`src/rtl/axi_full_mst_burst.sv`:
```
// Single-outstanding AXI4 master: one command becomes one INCR burst on MEM_*.
// Write/read beats pass straight through between the streams and the AXI channels.
module axi_full_mst_burst #(
  parameter int unsigned DW = 64
) (
  input  logic          CLK,
  input  logic          RST,
  input  logic          CMD_VALID,
  output logic          CMD_READY,
  input  logic          CMD_WR,
  input  logic [31:0]   CMD_ADDR,
  input  logic [7:0]    CMD_LEN,
  input  logic          WD_VALID,
  output logic          WD_READY,
  input  logic [DW-1:0] WD_DATA,
  input  logic [7:0]    WD_STRB,
  output logic          RD_VALID,
  input  logic          RD_READY,
  output logic [DW-1:0] RD_DATA,
  output logic          RD_LAST,
  output logic          DONE_VALID,
  input  logic          DONE_READY,
  output logic [1:0]    DONE_RESP,
  output logic          DONE_LASTERR,
  output logic [31:0]   MEM_AWADDR,
  output logic [7:0]    MEM_AWLEN,
  output logic [2:0]    MEM_AWSIZE,
  output logic [1:0]    MEM_AWBURST,
  output logic          MEM_AWVALID,
  input  logic          MEM_AWREADY,
  output logic [DW-1:0] MEM_WDATA,
  output logic [7:0]    MEM_WSTRB,
  output logic          MEM_WLAST,
  output logic          MEM_WVALID,
  input  logic          MEM_WREADY,
  input  logic [1:0]    MEM_BRESP,
  input  logic          MEM_BVALID,
  output logic          MEM_BREADY,
  output logic [31:0]   MEM_ARADDR,
  output logic [7:0]    MEM_ARLEN,
  output logic [2:0]    MEM_ARSIZE,
  output logic [1:0]    MEM_ARBURST,
  output logic          MEM_ARVALID,
  input  logic          MEM_ARREADY,
  input  logic [DW-1:0] MEM_RDATA,
  input  logic [1:0]    MEM_RRESP,
  input  logic          MEM_RLAST,
  input  logic          MEM_RVALID,
  output logic          MEM_RREADY
);

  localparam int unsigned AW = 32;
  localparam int unsigned LW = 8;

  localparam logic [2:0] S_IDLE = 3'd0;
  localparam logic [2:0] S_AW   = 3'd1;
  localparam logic [2:0] S_W    = 3'd2;
  localparam logic [2:0] S_B    = 3'd3;
  localparam logic [2:0] S_AR   = 3'd4;
  localparam logic [2:0] S_R    = 3'd5;
  localparam logic [2:0] S_DONE = 3'd6;

  logic [2:0]    state_q, state_d;
  logic [AW-1:0] addr_q, addr_d;
  logic [LW-1:0] len_q, len_d;
  logic [LW-1:0] cnt_q, cnt_d;
  logic [1:0]    resp_q, resp_d;
  logic          lasterr_q, lasterr_d;
  logic          last_beat;
  logic          w_beat;
  logic          r_beat;

  // Address bits below the 8-byte beat are dropped on capture.
  logic unused_addr_lsb;
  assign unused_addr_lsb = ^CMD_ADDR[2:0];

  assign last_beat = (cnt_q == len_q);
  assign w_beat    = (state_q == S_W) && WD_VALID && MEM_WREADY;
  assign r_beat    = (state_q == S_R) && MEM_RVALID && RD_READY;

  always_ff @(posedge CLK) begin
    if (RST) begin
      state_q   <= S_IDLE;
      addr_q    <= '0;
      len_q     <= '0;
      cnt_q     <= '0;
      resp_q    <= '0;
      lasterr_q <= 1'b0;
    end else begin
      state_q   <= state_d;
      addr_q    <= addr_d;
      len_q     <= len_d;
      cnt_q     <= cnt_d;
      resp_q    <= resp_d;
      lasterr_q <= lasterr_d;
    end
  end

  always_comb begin
    state_d   = state_q;
    addr_d    = addr_q;
    len_d     = len_q;
    cnt_d     = cnt_q;
    resp_d    = resp_q;
    lasterr_d = lasterr_q;
    case (state_q)
      S_IDLE: begin
        if (CMD_VALID) begin
          addr_d    = {CMD_ADDR[AW-1:3], 3'b000};
          len_d     = CMD_LEN;
          cnt_d     = '0;
          resp_d    = '0;
          lasterr_d = 1'b0;
          state_d   = CMD_WR ? S_AW : S_AR;
        end
      end
      S_AW: if (MEM_AWREADY) state_d = S_W;
      S_W: begin
        if (w_beat) begin
          cnt_d = LW'(cnt_q + LW'(1));
          if (last_beat) state_d = S_B;
        end
      end
      S_B: begin
        if (MEM_BVALID) begin
          resp_d  = MEM_BRESP;
          state_d = S_DONE;
        end
      end
      S_AR: if (MEM_ARREADY) state_d = S_R;
      S_R: begin
        // Worst response wins; slave RLAST is only cross-checked against our count.
        if (r_beat) begin
          if (MEM_RRESP > resp_q) resp_d = MEM_RRESP;
          if (MEM_RLAST != last_beat) lasterr_d = 1'b1;
          cnt_d = LW'(cnt_q + LW'(1));
          if (last_beat) state_d = S_DONE;
        end
      end
      S_DONE: if (DONE_READY) state_d = S_IDLE;
      default: state_d = S_IDLE;
    endcase
  end

  assign CMD_READY    = (state_q == S_IDLE);

  assign MEM_AWADDR   = addr_q;
  assign MEM_AWLEN    = len_q;
  assign MEM_AWSIZE   = 3'd3;
  assign MEM_AWBURST  = 2'b01;
  assign MEM_AWVALID  = (state_q == S_AW);

  assign MEM_WVALID   = (state_q == S_W) && WD_VALID;
  assign WD_READY     = (state_q == S_W) && MEM_WREADY;
  assign MEM_WDATA    = WD_DATA;
  assign MEM_WSTRB    = WD_STRB;
  assign MEM_WLAST    = (state_q == S_W) && last_beat;

  assign MEM_BREADY   = (state_q == S_B);

  assign MEM_ARADDR   = addr_q;
  assign MEM_ARLEN    = len_q;
  assign MEM_ARSIZE   = 3'd3;
  assign MEM_ARBURST  = 2'b01;
  assign MEM_ARVALID  = (state_q == S_AR);

  assign RD_VALID     = (state_q == S_R) && MEM_RVALID;
  assign MEM_RREADY   = (state_q == S_R) && RD_READY;
  assign RD_DATA      = MEM_RDATA;
  assign RD_LAST      = (state_q == S_R) && last_beat;

  assign DONE_VALID   = (state_q == S_DONE);
  assign DONE_RESP    = resp_q;
  assign DONE_LASTERR = lasterr_q;

endmodule

```
`config.mk`:
```
export PLATFORM = sky130hd
export DESIGN_NAME = axi_full_mst_burst
export DESIGN_NICKNAME = d
export VERILOG_FILES = /design/src/rtl/axi_full_mst_burst.sv
export SDC_FILE = /design/constraint.sdc
export NUM_CORES = 1
export LEC_CHECK = 0
export ABC_AREA = 1
export ABC_CLOCK_PERIOD_IN_PS = 2700
export CORE_AREA = 2 2 167 169
export CTS_BUF_LIST = sky130_fd_sc_hd__clkbuf_4
export CTS_CLUSTER_DIAMETER = 150
export DETAILED_ROUTE_END_ITERATION = 8
export DIE_AREA = 0 0 169 171
export HOLD_SLACK_MARGIN = 0.03
export REMOVE_ABC_BUFFERS = 1
export SYNTH_ARGS = -nofsm -noshare
export SYNTH_HDL_FRONTEND = slang
export SYNTH_SLANG_ARGS = --single-unit
```
`constraint.sdc`:
```
create_clock -name CLK -period 2.7 [get_ports CLK]
set_input_delay 0.54 -clock CLK [delete_from_list [all_inputs] [get_ports CLK]]
set_output_delay 0.54 -clock CLK [all_outputs]
set_load 0.05 [all_outputs]
```
### Word level (Yosys, flattened, before mapping)

Cells that the tools add are included.

| operators by class | value |
|---|---|
| order comparisons | 1 |
| equality and inequality tests | 19 |
| reduce and logical (&&, ||, !) cells | 17 |
| muxes and demuxes | 24 |
| $add $sub $neg | 1 |

Operator list:

| kind | number |
|---|---|
| $mux 3 | 10 |
| $mux 8 | 3 |
| $pmux 8 s3 | 1 |
| $pmux 3 s7 | 1 |
| $ne 2x2->1 const B | 8 |
| $eq 3x3->1 const B | 3 |
| $reduce_and 9->1 | 1 |
| $add 8x1->8 const B | 1 |
| $eq 8x8->1 | 1 |
| $logic_and 1x1->1 | 8 |
| $mux 2 | 4 |
| $reduce_and 4->1 | 2 |
| $eq 3x2->1 const B | 2 |
| $ne 2x1->1 const B | 3 |
| $pmux 2 s3 | 1 |
| $reduce_bool 3->1 | 2 |
| $reduce_and 5->1 | 1 |
| $eq 3x1->1 const B | 1 |
| $logic_not 3->1 | 1 |
| $mux 1 | 3 |
| $gt 2x2->1 | 1 |
| $pmux 1 s2 | 1 |
| $reduce_and 2->1 | 1 |
| $reduce_bool 2->1 | 1 |
| $ne 1x1->1 | 1 |

| word-level totals | value |
|---|---|
| flip-flop bits (word level) | 51 |
| output and inout port bits | 240 |
| logic and storage cells | 68 |
| input port bits | 193 |

### Logic depth before layout (Yosys ltp)

Gate-level depths: netlist (run 1).

| depth | value |
|---|---|
| depth after elaboration | 5 |
| gate-level depth with buffers | 11 |
| gate-level depth less buffers | 11 |

### Least setup slack after synthesis (run 1)

No wires, ideal clock.

| path | value |
|---|---|
| kind | reg-to-output |
| start point | register len_q[7] (netlist: MEM_ARLEN[7]) |
| end point | output port MEM_WLAST |
| path slack | 0.422 ns |
| stages on the path, launching flop included | 6 |
| required time | 2.160 ns |
| arrival | 1.738 ns |
| path through | dfxtp_1 xnor2_1 nand2_1 nor2_1 nand2_1 nor2_1 |

| on the way | value |
|---|---|
| word-level cells in the longest chain between the ends | 2 |

Ends and longest elaborated chain:

| what | line | text |
|---|---|---|
| start, declared | 65 | `logic [LW-1:0] len_q, len_d;` |
| start signal, assigned | 92 | `len_q <= len_d;` |
| $eq 8x8->1 | 77 | `assign last_beat = (cnt_q == len_q);` |
| $logic_and 1x1->1 | 157 | `assign MEM_WLAST = (state_q == S_W) && last_beat;` |
| end, declared | 33 | `output logic MEM_WLAST,` |

Every way passes these cells.

### Worst setup path after layout (run 1)

| path | value |
|---|---|
| start point | register state_q[0] |
| end point | output port MEM_AWVALID |

| on the way | value |
|---|---|
| word-level cells in the longest chain between the ends | 1 |

Ends and longest elaborated chain:

| what | line | text |
|---|---|---|
| start, declared | 63 | `logic [2:0] state_q, state_d;` |
| start signal, assigned | 90 | `state_q <= state_d;` |
| $eq 3x1->1 | 151 | `assign MEM_AWVALID = (state_q == S_AW);` |
| end, declared | 29 | `output logic MEM_AWVALID,` |

Every way passes these cells.

==> impl_metrics.csv, run 1 <==
group,metric,value,unit
outcome,status,"complete, no violations",
routing,wl_per_cell,40.74,um
die,die_area,28900,um^2
final_layout,regArea,1022,um^2
yosys,yosysMostFrequentCell,"buf_4",
final_layout,multi_input_area,1220,um^2
power_and_ir_drop,powerDensity,930.3,nW/um^2
yosys,synth_cells,541,
routing,drt_wl_total,34.75,mm
worst_setup_path,cp-end-kind,"output pin",
worst_setup_path,arrival,1.98,ns
grt,grt_max_degree,37,
clock_network,cts_tree,"yes",
timing,post-route-period-util,93.35,%
yosys,ys_ff_latch,51,
place,port_buffers,141,
routing,drt-initial-drc-count,144,
grt,grt_pass1_wl,40.75,mm
worst_hold_path,holdCritPathClass,"reg -> reg",
die,fp.dieH,171,um
timing,hold_violations,0,
clock_network,clock_insertion_delay_worst_skew,0.41,ns
die,die_w,169,um
clock_network,cts-root-buf,"clkbuf_4",
yosys,yosysTopAreaCell,"buf_4",
yosys,syn_area,3834,um^2
flow_run,drv_cap,0,
worst_setup_path,endpoint,"MEM_AWVALID",
timing,max_freq,396.7,MHz
worst_setup_path,reg2reg_from,"state_q[0]",
final_layout,nets,702,
place,dp_slack,0.4095,ns
final_layout,fin_area,4420,um^2
yosys,synth_top_area_share,37.21,%
place,dp_hpwl,32.14,mm
routing,ant_nets,0,
yosys,synth.area.top_cells,"buf_4 37%, dfxtp_1 27%, nand2_1 8.3%, nand3_1 5.7%, a21oi_1 5.6%",
worst_setup_path,critPathSlowestCell,"clkdlybuf4s50_1",
timing,maxSlewViolCount,0,
yosys,ys_top_cells_by_count,"190 x buf_4, 85 x nand2_1, 51 x dfxtp_1",
worst_setup_path,rrSetupSlack,0.72,ns
routing,vias,3220,
worst_setup_path,critPathRequiredTime,2.16,ns
timing,slew-limit-headroom,62.86,%
routing,drc,0,
die,rows,61,
yosys,synth.avg_cell_area,7.086,um^2
timing,hold_ws,0.4892,ns
worst_setup_path,reg2regPathDepth,10,
power_and_ir_drop,power.leakage,0.001682,uW
timing,worst_slew_pin_slew,0.5554,ns
timing,fin_skew,0.01524,ns
yosys,ys.flop_type,"dfxtp_1",
clock_network,clk_pin_slew,0.17,ns
timing,tns,0,ns
worst_setup_path,startpoint,"state_q[0]",
yosys,synth_warnings,0,
worst_setup_path,path_max_fanout,5,
timing,setup_viol,0,
power_and_ir_drop,ir_worst_vdd,0.3445,mV
grt,gr-usage-all-layers,23.37,%
yosys,yosysSeqAreaShare,26.63,%
yosys,synthArstFlopShare,0,%
power_and_ir_drop,finalPower,4113,uW
grt,antenna_found_initial,3,
clock_network,ctsHtreeMaxLevel,2,
die,start_util,14.03,%
grt,grt_pass1_vias,3050,
final_layout,filler_cell_count,3094,
final_layout,drive_above_1_share,6.903,%
yosys,synth_cell_types,28,
final_layout,syn_to_final_growth,15.31,%
clock_network,clockBufferDepth,2,
clock_network,cts_buffers,5,
grt,gr-total-overflow,0,
timing,rsz0062_at_grt,"no",
die,pin_count,433,
clock_network,cts.sink_count,51,
worst_setup_path,rr_endpoint,"cnt_q[6]",
place,dpl-instance-area,4340,um^2
place,gp_congestion,0.9925,
worst_setup_path,path_cells,"nand2_2 > nor2_1 > clkdlybuf4s50_1",
worst_setup_path,critPathMaxStageDelay,0.81,ns
worst_setup_path,critPathLaunchType,"flip-flop",
routing,viasPerCell,3.775,
die,core,27320,um^2
timing,fin_ws,0.1794,ns
final_layout,diodes,0,
timing,post-route-min-period,2.521,ns
yosys,synth-edff-count,0,
routing,first_pass_iters,4,
worst_setup_path,crit_type,"reg -> out",
==> layout by cell type (no fill, tap or decap) <==
cell,n
o21ai_0,13
xor2_1,1
nand2_1,85
inv_1,36
nand3_1,44
nand4_1,2
buf_4,11
nand3_2,1
xnor2_1,4
clkinv_4,1
dlygate4sd2_1,2
inv_2,2
a21oi_1,43
conb_1,16
o21ai_1,3
buf_12,5
o21ai_2,1
nor3_1,5
clkbuf_4,5
nor2_1,30
dfxtp_2,1
nor2_2,1
nand2_2,2
o22ai_1,1
ha_1,3
clkinv_2,1
dfxtp_1,50
a22o_1,1
clkdlybuf4s50_1,132
o31ai_1,1
nor2_4,3
bufinv_16,1
==> power breakdown <==
group | internal [uW] | switching, uW | leakage, uW
registers | 904 | 178 | 0.000417
clock network | 195 | 280 | 0.0000452
logic | 815 | 1740 | 0.00122
==> cell families (layout without fill, tap and decap cells) <==
family,after synthesis,count (layout),share of synthesized area [%]
AO/OA/AOI/OAI,63,63,8.518
AND/OR/NAND/NOR,173,173,19.61
XOR/XNOR,5,5,1.142
adder cells (fa/ha/maj),3,3,0.9792
buffers and inverters,244,196,42.92
other,2,16,0.1959
flip-flops,51,51,26.63
==> what timing repair did <==
action                                  CTS  global route
endpoints found under the setup margin    2             1
resized for setup                         2             1
hold buffers                              0             0
setup buffers                             0             0
==> critical path: cells and delay by family (launching register included) <==
family / cells / cell delay, ns
buffers and inverters: 1 / 0.81
AND/OR/NAND/NOR: 2 / 0.25
flip-flops: 1 / 0.50
==> worst min-delay path by stage <==
| stage | from | endpoint | slack [ns] | cells past startpoint |
|---|---|---|---|---|
| 2_1_floorplan | cnt_q[2] | cnt_q[2] | 0.47 | 2 |
| 6_report | MEM_ARADDR[6] | MEM_ARADDR[6] | 0.49 | 2 |
| 3_3_place_gp | MEM_ARADDR[23] | MEM_ARADDR[23] | 0.47 | 2 |
| 3_5_place_dp | MEM_ARADDR[25] | MEM_ARADDR[25] | 0.47 | 2 |
| 5_1_grt | MEM_ARADDR[16] | MEM_ARADDR[16] | 0.51 | 2 |
| 4_1_cts | MEM_ARADDR[25] | MEM_ARADDR[25] | 0.50 | 2 |
==> metal layers <==
metal / wire length, um / part of all wire, % / global-route usage, % / up-vias
met4: 515 / 1.5 / 3.790 / 6
met5: 94 / 0.27 / 2.261 / -
li1: - / - / - / 1422
met1: 5934 / 17 / 11.50 / 1352
met3: 10970 / 32 / 34.42 / 25
met2: 17230 / 50 / 41.54 / 415
==> state kept, by name (all words and copies together), names as in the netlist <==
signal	flops
DONE_RESP	2
DONE_LASTERR	1
MEM_ARLEN	8
MEM_ARADDR	29
cnt_q	8
state_q	3
==> cell type report <==
type / count / share of cell area (%)
Sequential cell: 51 / 23.12
Timing Repair Buffer: 150 / 34.42
Multi-Input combinational cell: 260 / 27.60
Clock buffer: 5 / 0.8491
Clock inverter: 3 / 0.9907
Inverter: 38 / 3.227
Tap cell: 346 / 9.793
==> metrics by stage <==
step           util, %  std cells
2_1_floorplan        -        349
3_3_place_gp     15.89        845
3_5_place_dp     15.89        845
4_1_cts          16.17        853
5_1_grt          16.18        853
6_report         16.18        853
(Power assumes the default switching activity.)
==> run 2: changes to the inputs <==
- ABC_CLOCK_PERIOD_IN_PS: 2700 -> unset
==> results of run 2 <==
The final DEF is identical to that of run 1; final timing and power are the same.
